### src/rtl/atm_multi_acct_ctrl.sv
// Purpose : multi-account ATM session controller (card -> PIN -> menu -> amount -> exec -> report)
//           with per-account PIN-retry lockout and in-register balances/PINs.
// Latency : o_done rises 1 cycle after the deciding strobe, 2 cycles for paths through S_EXEC.
// Backpressure: none; strobes are single-cycle and only the strobe owned by the current state is used.
// Ports   : clk/rst (async active-low); i_card/i_acct, i_pin_vld/i_pin, i_menu_vld/i_menu,
//           i_amt_vld/i_amt/i_dst, i_cont_vld/i_cont, i_cancel in; o_busy, o_pin_req, o_done,
//           o_err, o_bal, o_locked out.
// Config  : define ATM_TIMEOUT_EN to enable the TIMEOUT_CYC inactivity timeout (err 6).
module atm_multi_acct_ctrl #(
    parameter int               BAL_W     = 16,
    parameter int               NUM_ACCT  = 4,
    parameter int               PIN_W     = 16,
    parameter int               MAX_TRIES = 3,
    parameter int unsigned      INIT_BAL  = 100,
    parameter logic [PIN_W-1:0] INIT_PIN  = 16'h1111
`ifdef ATM_TIMEOUT_EN
    , parameter int             TIMEOUT_CYC = 1024
`endif
    , localparam int            ACCT_W    = (NUM_ACCT > 1) ? $clog2(NUM_ACCT) : 1
) (
    input  logic                clk,
    input  logic                rst,
    input  logic                i_card,
    input  logic [ACCT_W-1:0]   i_acct,
    input  logic                i_pin_vld,
    input  logic [PIN_W-1:0]    i_pin,
    input  logic                i_menu_vld,
    input  logic [2:0]          i_menu,
    input  logic                i_amt_vld,
    input  logic [BAL_W-1:0]    i_amt,
    input  logic [ACCT_W-1:0]   i_dst,
    input  logic                i_cont_vld,
    input  logic                i_cont,
    input  logic                i_cancel,
    output logic                o_busy,
    output logic                o_pin_req,
    output logic                o_done,
    output logic [2:0]          o_err,
    output logic [BAL_W-1:0]    o_bal,
    output logic [NUM_ACCT-1:0] o_locked
);

    typedef enum logic [2:0] {S_IDLE, S_PIN, S_MENU, S_AMT, S_EXEC, S_REPORT} state_t;

    localparam logic [2:0] OP_DEP  = 3'b001;
    localparam logic [2:0] OP_WDR  = 3'b010;
    localparam logic [2:0] OP_BAL  = 3'b011;
    localparam logic [2:0] OP_XFER = 3'b100;
    localparam logic [2:0] OP_PIN  = 3'b101;

    localparam logic [2:0] ERR_OK      = 3'd0;
    localparam logic [2:0] ERR_BADPIN  = 3'd1;
    localparam logic [2:0] ERR_LOCKED  = 3'd2;
    localparam logic [2:0] ERR_FUNDS   = 3'd3;
    localparam logic [2:0] ERR_OVF     = 3'd4;
    localparam logic [2:0] ERR_BADDST  = 3'd5;
    localparam logic [2:0] ERR_TIMEOUT = 3'd6;
    localparam logic [2:0] ERR_BADMENU = 3'd7;

    localparam logic [BAL_W-1:0]  INIT_BAL_V = BAL_W'(INIT_BAL);
    localparam logic [2:0]        MAX_T_V    = 3'(MAX_TRIES);
    localparam logic [ACCT_W:0]   NUM_ACCT_V = (ACCT_W + 1)'(NUM_ACCT);

    state_t                state_q, state_d;
    logic [ACCT_W-1:0]     acct_q, acct_d;
    logic [2:0]            op_q, op_d;
    logic [BAL_W-1:0]      amt_q, amt_d;
    logic [ACCT_W-1:0]     dst_q, dst_d;
    logic [PIN_W-1:0]      npin_q, npin_d;
    logic [BAL_W-1:0]      bal_q  [NUM_ACCT];
    logic [BAL_W-1:0]      bal_d  [NUM_ACCT];
    logic [PIN_W-1:0]      pin_q  [NUM_ACCT];
    logic [PIN_W-1:0]      pin_d  [NUM_ACCT];
    logic [2:0]            fail_q [NUM_ACCT];
    logic [2:0]            fail_d [NUM_ACCT];
    logic [NUM_ACCT-1:0]   locked_q, locked_d;
    logic                  done_q, done_d;
    logic [2:0]            err_q, err_d;
    logic [BAL_W-1:0]      obal_q, obal_d;
    // Set while the current report follows a wrong PIN, so i_cont=1 goes back to S_PIN.
    logic                  retry_q, retry_d;

    logic [BAL_W:0]        sum_w;
    logic [BAL_W:0]        dsum_w;
    logic [2:0]            fail_inc;
    logic                  tmo_fire;

`ifdef ATM_TIMEOUT_EN
    localparam int TMO_W = $clog2(TIMEOUT_CYC) + 1;
    logic [TMO_W-1:0] tmo_q, tmo_d;
`endif

    always_comb begin
        state_d  = state_q;
        acct_d   = acct_q;
        op_d     = op_q;
        amt_d    = amt_q;
        dst_d    = dst_q;
        npin_d   = npin_q;
        bal_d    = bal_q;
        pin_d    = pin_q;
        fail_d   = fail_q;
        locked_d = locked_q;
        err_d    = err_q;
        obal_d   = obal_q;
        retry_d  = retry_q;
        sum_w    = '0;
        dsum_w   = '0;
        fail_inc = fail_q[acct_q] + 3'd1;
        tmo_fire = 1'b0;

        case (state_q)
            S_IDLE: begin
                if (i_card) begin
                    acct_d  = i_acct;
                    retry_d = 1'b0;
                    if (locked_q[i_acct]) begin
                        state_d = S_REPORT;
                        err_d   = ERR_LOCKED;
                        obal_d  = bal_q[i_acct];
                    end else begin
                        state_d = S_PIN;
                    end
                end
            end
            S_PIN: begin
                if (i_cancel) begin
                    state_d = S_IDLE;
                end else if (i_pin_vld) begin
                    if (i_pin == pin_q[acct_q]) begin
                        fail_d[acct_q] = 3'd0;
                        state_d        = S_MENU;
                    end else begin
                        fail_d[acct_q] = fail_inc;
                        state_d        = S_REPORT;
                        obal_d         = bal_q[acct_q];
                        if (fail_inc >= MAX_T_V) begin
                            locked_d[acct_q] = 1'b1;
                            err_d            = ERR_LOCKED;
                        end else begin
                            err_d   = ERR_BADPIN;
                            retry_d = 1'b1;
                        end
                    end
                end
            end
            S_MENU: begin
                if (i_cancel) begin
                    state_d = S_IDLE;
                end else if (i_menu_vld) begin
                    op_d = i_menu;
                    case (i_menu)
                        OP_BAL:                          state_d = S_EXEC;
                        OP_DEP, OP_WDR, OP_XFER, OP_PIN: state_d = S_AMT;
                        default: begin
                            state_d = S_REPORT;
                            err_d   = ERR_BADMENU;
                            obal_d  = bal_q[acct_q];
                        end
                    endcase
                end
            end
            S_AMT: begin
                if (i_cancel) begin
                    state_d = S_IDLE;
                end else if (i_amt_vld) begin
                    amt_d   = i_amt;
                    dst_d   = i_dst;
                    npin_d  = i_pin;
                    state_d = S_EXEC;
                end
            end
            S_EXEC: begin
                // Always completes; i_cancel is deliberately not looked at here.
                state_d = S_REPORT;
                err_d   = ERR_OK;
                obal_d  = bal_q[acct_q];
                case (op_q)
                    OP_DEP: begin
                        sum_w = {1'b0, bal_q[acct_q]} + {1'b0, amt_q};
                        if (sum_w[BAL_W]) begin
                            err_d = ERR_OVF;
                        end else begin
                            bal_d[acct_q] = sum_w[BAL_W-1:0];
                            obal_d        = sum_w[BAL_W-1:0];
                        end
                    end
                    OP_WDR: begin
                        if (amt_q > bal_q[acct_q]) begin
                            err_d = ERR_FUNDS;
                        end else begin
                            bal_d[acct_q] = bal_q[acct_q] - amt_q;
                            obal_d        = bal_q[acct_q] - amt_q;
                        end
                    end
                    OP_XFER: begin
                        // Error precedence: bad destination, then funds, then destination overflow.
                        if ((dst_q == acct_q) || ({1'b0, dst_q} >= NUM_ACCT_V)) begin
                            err_d = ERR_BADDST;
                        end else if (amt_q > bal_q[acct_q]) begin
                            err_d = ERR_FUNDS;
                        end else begin
                            dsum_w = {1'b0, bal_q[dst_q]} + {1'b0, amt_q};
                            if (dsum_w[BAL_W]) begin
                                err_d = ERR_OVF;
                            end else begin
                                bal_d[acct_q] = bal_q[acct_q] - amt_q;
                                bal_d[dst_q]  = dsum_w[BAL_W-1:0];
                                obal_d        = bal_q[acct_q] - amt_q;
                            end
                        end
                    end
                    OP_PIN:  pin_d[acct_q] = npin_q;
                    OP_BAL:  ;
                    default: err_d = ERR_BADMENU;
                endcase
            end
            S_REPORT: begin
                if (i_cancel) begin
                    state_d = S_IDLE;
                end else if ((err_q == ERR_LOCKED) || (err_q == ERR_TIMEOUT)) begin
                    // Lockout/timeout reports close the session by themselves.
                    state_d = S_IDLE;
                end else if (i_cont_vld) begin
                    retry_d = 1'b0;
                    if (i_cont) begin
                        state_d = retry_q ? S_PIN : S_MENU;
                    end else begin
                        state_d = S_IDLE;
                    end
                end
            end
            default: state_d = S_IDLE;
        endcase

`ifdef ATM_TIMEOUT_EN
        // Timeout only fires when nothing else moved the FSM this cycle.
        if ((state_d == state_q) && (tmo_q == TMO_W'(TIMEOUT_CYC - 1)) &&
            ((state_q == S_PIN) || (state_q == S_MENU) ||
             (state_q == S_AMT) || (state_q == S_REPORT))) begin
            tmo_fire = 1'b1;
            state_d  = S_REPORT;
            err_d    = ERR_TIMEOUT;
            obal_d   = bal_q[acct_q];
            retry_d  = 1'b0;
        end
        tmo_d = (state_d != state_q) ? '0 :
                (tmo_q == TMO_W'(TIMEOUT_CYC - 1)) ? tmo_q : tmo_q + 1'b1;
`endif

        done_d = (state_d == S_REPORT) && ((state_q != S_REPORT) || tmo_fire);
    end

    always_ff @(posedge clk or negedge rst) begin
        if (!rst) begin
            state_q  <= S_IDLE;
            acct_q   <= '0;
            op_q     <= '0;
            amt_q    <= '0;
            dst_q    <= '0;
            npin_q   <= '0;
            for (int i = 0; i < NUM_ACCT; i++) begin
                bal_q[i]  <= INIT_BAL_V;
                pin_q[i]  <= INIT_PIN;
                fail_q[i] <= 3'd0;
            end
            locked_q <= '0;
            done_q   <= 1'b0;
            err_q    <= ERR_OK;
            obal_q   <= '0;
            retry_q  <= 1'b0;
        end else begin
            state_q  <= state_d;
            acct_q   <= acct_d;
            op_q     <= op_d;
            amt_q    <= amt_d;
            dst_q    <= dst_d;
            npin_q   <= npin_d;
            bal_q    <= bal_d;
            pin_q    <= pin_d;
            fail_q   <= fail_d;
            locked_q <= locked_d;
            done_q   <= done_d;
            err_q    <= err_d;
            obal_q   <= obal_d;
            retry_q  <= retry_d;
        end
    end

`ifdef ATM_TIMEOUT_EN
    always_ff @(posedge clk or negedge rst) begin
        if (!rst) begin
            tmo_q <= '0;
        end else begin
            tmo_q <= tmo_d;
        end
    end
`endif

    assign o_busy    = (state_q != S_IDLE);
    assign o_pin_req = (state_q == S_PIN);
    assign o_done    = done_q;
    assign o_err     = err_q;
    assign o_bal     = obal_q;
    assign o_locked  = locked_q;

endmodule

### config.mk
export PLATFORM = sky130hd
export DESIGN_NAME = atm_multi_acct_ctrl
export DESIGN_NICKNAME = d
export VERILOG_FILES = /design/src/rtl/atm_multi_acct_ctrl.sv
export SDC_FILE = /design/constraint.sdc
export NUM_CORES = 1
export LEC_CHECK = 0
export ABC_CLOCK_PERIOD_IN_PS = 6950
export CAP_MARGIN = 20
export CORE_MARGIN = 2
export CORE_UTILIZATION = 50
export CTS_CLUSTER_DIAMETER = 30
export DETAILED_ROUTE_END_ITERATION = 8
export GPL_TIMING_DRIVEN = 1
export MAX_ROUTING_LAYER = met4
export PLACE_DENSITY = 0.68
export SLEW_MARGIN = 5
export SYNTH_ARGS = -nofsm -noshare
export SYNTH_HDL_FRONTEND = slang
export SYNTH_SLANG_ARGS = --single-unit
### constraint.sdc
create_clock -name clk -period 6.95 [get_ports clk]
set_input_delay 1.39 -clock clk [delete_from_list [all_inputs] [get_ports clk]]
set_output_delay 1.39 -clock clk [all_outputs]
set_load 0.03 [all_outputs]
==> impl_metrics.tcl <==
set metrics [dict create \
    die_w_um 173 \
    cp.arrival_ns 5.81 \
    netlist_instances 1346 \
    diodes 0 \
    synthSimpleGateAreaFrac 0.107 \
    status "finished clean" \
    place_hpwl_um 34200 \
    grt_pass1_wl_um 72200 \
    gp_congestion 0.982 \
    syn_nets 1452 \
    ioPinCount 74 \
    cp_max_fo 16 \
    critical-path-slowest-cell "dfrtp_2" \
    cts_buffer_depth 3 \
    async_flop_share 1.00 \
    vias_per_cell 6.64 \
    drive_above_1_share 0.229 \
    synth.distinct_cells 85 \
    ctsHoldBuffers 0 \
    crit_path_max_incr_delay_ns 0.66 \
    worst-r2r-cell-count 12 \
    worstPathCellList "buf_4 -> mux4_2 -> ha_1 -> and3b_1 -> o311ai_1 -> and4b_4 -> a211o_1 -> and2_4 -> o32ai_2 -> nand3_1 -> a21o_1 -> a32o_1" \
    route.detailed.drc 0 \
    fp.dieH_um 173 \
    drt_iter0_drc 1860 \
    path_buf_inv 1 \
    drv_slew 0 \
    power.total_mw 9.92 \
    postSynthAreaPerCell_um2 10.6 \
    hold_viol 0 \
    cts_tree "done" \
    yosysTopAreaCellShare 0.315 \
    criticalPathCategory "flip-flop to flip-flop" \
    max-vdd-ir-drop_mv 0.297 \
    power.leakage_nw 7.15 \
    yosysTopAreaCell "dfrtp_1" \
    htreeDepth 2 \
    synth_edf_count 0 \
    syn_area_mm2 0.0142 \
    grt_pass1_vias 11900 \
    io_buffers 73 \
    synth.area.mux_share 0.191 \
    hold_class "flip-flop to flip-flop" \
    gr-usage-all-layers 0.321 \
    worstPathRequired_ns 7.41 \
    drt-met1-wl_um 19500 \
    area_growth_pct 21.2 \
    power_density_mw_per_mm2 576 \
    fin_crit_sh 0.770 \
    synth_xor_area_frac 0.0376 \
    synth_fa_ha_area_frac 0.0526 \
    cts_buffers 54 \
    cts_resized 0 \
    clockRootBuffer "clkbuf_16" \
    clk-insertion-delay-late_ns 0.60 \
    clk_pin_slew_worst_paths_ns 0.05 \
    overflow 0 \
    period_needed_ns 5.35 \
    top_layer "met4" \
    skew_ns 0.0711 \
    end_kind "flip-flop" \
    fp-row-count 61 \
    max_slew_margin 0.169 \
    grt_antenna_before_repair 0 \
    start_util 0.510 \
    postLayoutCoreUtil 0.619 \
    startpoint_type "flip-flop" \
    design.die.area_mm2 0.0298 \
    core-area_mm2 0.0279 \
    rsz0062_at_grt "no" \
    fmax_mhz 187 \
    ys_seq_area_frac 0.367 \
    drt_wl_total_um 46500 \
    synthTopCellsByArea "dfrtp_1 (32%), mux4_2 (11%), mux2_2 (8.0%)" \
    worst_pin_slew_ns 1.24 \
    ys.flop_type "dfrtp_1" \
    dr_wl_met3_um 5330 \
    clock-sinks 207 \
    hold_depth 1 \
    met2_length_um 20300 \
    r2r_slack_ns 1.60 \
    cp.depth 12 \
    wl_per_cell_um 25.2 \
    ys_ff_latch 207 \
    ant_nets 0 \
    synth_compound_area_frac 0.210 \
    fin_nets 1528 \
    dr.pass1.iters 7 \
    vias 12200 \
    grt_max_degree 103 \
    maxCapViolations 0 \
    fin_tns_setup_ns 0 \
    setup_viol 0 \
    yosys_warnings 0 \
    post-cts-setup-buffers 0 \
    synth_top_family_by_area "compound AO/OA/AOI/OAI gates" \
    cpLargestDelayFamily "compound AO/OA/AOI/OAI gates" \
]
-- worst paths after layout --
check	from	endpoint
max in group asynchronous	rst	npin_q[11]
worst max register to register	acct_q[0]	bal_q[46]
worst max-delay path	acct_q[0]	bal_q[46]
worst min-delay path	o_locked[2]	o_locked[2]
worst min register to register	o_locked[2]	o_locked[2]
min in group asynchronous	rst	bal_q[39]
-- flip-flops by register name, summed over array words and instances (netlist names) --
name,cells
o_bal,16
state_q,3
o_err,3
retry_q,1
fail_q,12
acct_q,2
o_locked,4
o_done,1
amt_q,16
op_q,3
dst_q,2
npin_q,16
pin_q,64
bal_q,64
-- synthesized netlist by cell type (all sizes together), types with 7 or more instances --
cell type  number
dfstp          28
nand2          76
mux4           68
xnor2          49
a22oi          14
nor3           17
nor2b          13
nand3          14
xor2           12
and2           12
buf            28
o211ai          8
nand2b         27
a211oi          7
inv            46
a221oi         11
dfrtp         179
a21o           20
o21bai         12
o22ai          21
a21oi          82
a32o            8
a22o           12
mux2          101
a32oi           8
o221ai         10
a31oi          14
o21ai          64
o2bb2ai        50
ha             55
nor2          109
clkbuf         48
o311ai          9
a222oi         13
-- metrics by stage --
stage | hold WS (ns) | setup slack (ns) | instances | instance area, µm²
final | 0.479 | 1.60 | 1844 | 17200
after global routing | 0.509 | 1.19 | 1844 | 17200
after CTS | 0.482 | 1.63 | 1844 | 17200
after detailed placement | 0.469 | 1.65 | 1744 | 15300
after global placement | 0.466 | 1.75 | 1744 | 15300
after floorplan | 0.475 | 2.06 | 1346 | 14200
-- report_power, final --
group / internal (mW) / leakage, nW / switching, mW / total [mW]
clock network: 1.84 / 0.949 / 0.803 / 2.64
registers: 1.49 / 2.63 / 0.372 / 1.86
logic: 1.90 / 3.58 / 3.52 / 5.42
total: 5.22 / 7.15 / 4.70 / 9.92
-- layout by cell type (no fill, tap or decap), types with 10 or more instances in the layout --
cell / netlist / routed
dfrtp_1: 179 / 177
nor2_1: 109 / 109
mux2_2: 101 / 101
a21oi_1: 82 / 82
nand2_1: 76 / 76
clkdlybuf4s50_1: 0 / 72
mux4_2: 68 / 68
o21ai_0: 62 / 62
ha_1: 55 / 55
clkbuf_16: 0 / 54
o2bb2ai_1: 50 / 50
xnor2_1: 49 / 49
inv_1: 46 / 46
dfstp_2: 28 / 28
nand2b_1: 27 / 27
buf_4: 2 / 23
o22ai_1: 21 / 21
a21o_1: 20 / 20
nor3_1: 16 / 15
nand3_1: 14 / 14
a31oi_1: 14 / 14
a22oi_1: 14 / 14
nor2b_1: 13 / 13
a222oi_1: 13 / 13
xor2_1: 12 / 12
a22o_1: 12 / 12
a221oi_1: 11 / 11
o21bai_1: 10 / 10
and2_1: 10 / 10
o221ai_1: 10 / 10
-- metal layers --
metal / track usage / up-vias
met5: - / -
met4: 0.0990 / 0
met3: 0.0833 / 100
met2: 0.462 / 768
met1: 0.445 / 6040
li1: - / 5341
-- kinds of logic after synthesis --
family | after synthesis
adder cells (fa/ha/maj) | 58
buffers and inverters | 122
multiplexers | 173
AND/OR/NAND/NOR | 313
flip-flops | 207
AO/OA/AOI/OAI | 412
XOR/XNOR | 61
-- area by class of cell --
class                      count  area (µm²)
clock buffer                  70        1480
multi-input combinational   1017        8490
sequential                   207        5220
clock inverter                30         488
inverter                      46         173
timing repair buffer          96         907
fill                        2223       10600
tap                          378         473
Note: power is estimated with default switching activity, not from simulation.
==> patch: new RTL, config.mk and constraints unchanged <==
Put a register stage on the outputs `o_busy` and `o_pin_req`, with the module's reset. The values now appear one clock later. The other outputs are not delayed to match.
--- a/src/rtl/atm_multi_acct_ctrl.sv
+++ b/src/rtl/atm_multi_acct_ctrl.sv
@@ -297,8 +297,15 @@
     end
 `endif
 
-    assign o_busy    = (state_q != S_IDLE);
-    assign o_pin_req = (state_q == S_PIN);
+    always_ff @(posedge clk or negedge rst) begin
+        if (!rst) begin
+            o_busy    <= '0;
+            o_pin_req <= '0;
+        end else begin
+            o_busy    <= (state_q != S_IDLE);
+            o_pin_req <= (state_q == S_PIN);
+        end
+    end
     assign o_done    = done_q;
     assign o_err     = err_q;
     assign o_bal     = obal_q;
Function: changed (Yosys sat finds a counterexample within 4 cycles, from zero or initial values and one cycle with rst low).
==> patch against the unedited design <==
Synthesized area fell by 1.1%. Sequential cell count rose by 2. Worst setup slack improved by 0.38 ns. First-iteration DRC count fell by 18%. Routed wire length fell by 3.6%. Sequential share of layout area rose by 0.50 points. Final area fell by 0.67%. Worst hold slack got worse by 0.010 ns.
Power is not compared: it rests on default switching activity, and its combinational part moved more than twofold at a synthesized area within 25%.
==> patch: results (changes against the unedited design) <==
[grt]
track_usage = 0.3169  ; was 0.3207
grt_pass1_vias = 11962  ; was 11.94k
antenna_found_initial = 0  ; unchanged
grt_first_pass_wirelength_um = 68430  ; was 72210 µm
grt_util_met3 = 0.08422  ; was 0.08333
grt_max_degree = 106  ; was 103
globalRouteMet1Util = 0.4022  ; was 0.4451
use_met2 = 0.4809  ; was 0.4617

[route]
m1WireLength_um = 17590  ; was 19490 µm
wl_met2_um = 20470  ; was 20310 µm
wl_met3_um = 5073  ; was 5325 µm
first_iter_violations = 1516  ; was 1860
wl_per_cell_um = 24.06  ; was 25.21 µm
via_per_inst = 6.465  ; was 6.643
drt_pass1_iterations = 8  ; was 7

[clock_tree]
clkLatencyLatePin_ns = 0.57  ; was 0.60 ns
ctsResizeCount = 0  ; unchanged
cts_made_buffers = 53  ; was 54
cts_root_buffer = clkbuf_16  ; unchanged
h-tree-depth = 2  ; unchanged

[synthesis]
avgSynthCellArea_um2 = 10.33  ; was 10.56 µm²
synth_xor_area_frac = 0.03802  ; was 0.03759
synthMuxAreaShare = 0.1933  ; was 0.1906
synth_fa_ha_area_frac = 0.05325  ; was 0.05265
yosysWarnings = 0  ; unchanged
synth_area_leaders = dfrtp_1, mux4_2, mux2_2  ; unchanged
synth_compound_area_frac = 0.1902  ; was 0.2096
yosysSeqAreaShare = 0.3747  ; was 0.3669
yosys-top-cells-count = dfrtp_1, nand2_1, mux2_2  ; was dfrtp_1, nor2_1, mux2_2

[cells_and_area]
drive_above_1_share = 0.2384  ; was 0.2285
nets = 1547  ; was 1528
stdcell_count = 1863  ; was 1844
buf_share = 0.05468  ; was 0.05265
utilization = 0.6178  ; was 0.6185
seq_share = 0.3078  ; was 0.3028
clock_cell_area_share = 0.1148  ; was 0.1143
nClkBuffers = 68  ; was 70
n_all_inverters = 37  ; was 46
fillCellCount = 2315  ; was 2223
seq_cells = 209  ; was 207
multi_input_cells = 1044  ; was 1017
multiInputGateArea_mm2 = 0.008334  ; was 0.008491 mm²

[sta]
skew_ns = 0.03672  ; was 0.07113 ns
setup_viol = 0  ; unchanged
slew_headroom = 0.2259  ; was 0.1693

[placed_design]
portBuffers = 73  ; unchanged
dpl_worst_slack_ns = 2.105  ; was 1.652 ns
placedInstanceArea_mm2 = 0.01511  ; was 0.01526 mm²
dpl.cell_count = 1762  ; was 1744
dp_hpwl_um = 31480  ; was 34240 µm
place_congestion = 1.024  ; was 0.9824

[worst_hold_path]
hp-class = flip-flop to flip-flop  ; unchanged

[worst_setup_path]
worstPathArrival_ns = 5.37  ; was 5.81 ns
crit_family = simple AND/OR/NAND/NOR gates  ; was compound AO/OA/AOI/OAI gates
critical_path.max_fanout = 29  ; was 16
cpPeakStageDelay_ns = 0.77  ; was 0.66 ns

[run_status]
outcome = completed  ; unchanged

[power_and_ir_drop]
vdd_ir_drop_max_mv = 0.2251

[floorplan]
coreArea_mm2 = 0.02771  ; was 0.02786 mm²

==> patch: worst paths after layout <==
| path | start | end | slack, ns | depth (start not counted) |
|---|---|---|---|---|
| max | acct_q[0] | bal_q[13] | 1.98 | 11 |
| min | fail_q[3] | fail_q[3] | 0.47 | 2 |
| max reg2reg | acct_q[0] | bal_q[13] | 1.98 | 11 |
| min reg2reg | fail_q[3] | fail_q[3] | 0.47 | 2 |
| max in group asynchronous | rst | acct_q[1] | 4.66 | 2 |
| min in group asynchronous | rst | o_bal[4] | 0.88 | 1 |
==> patch: power by group through the flow <==
| stage | clock network (W) | logic (W) | registers (W) |
|---|---|---|---|
| finish | 0.00267 | 0.00168 | 0.00151 |
| floorplan | 0 | 0.00102 | 0.00156 |
| global route | 0.00276 | 0.00179 | 0.00153 |
| global placement | 0 | 0.00163 | 0.00153 |
| detailed placement | 0 | 0.00163 | 0.00153 |
| CTS | 0.00269 | 0.00164 | 0.00152 |
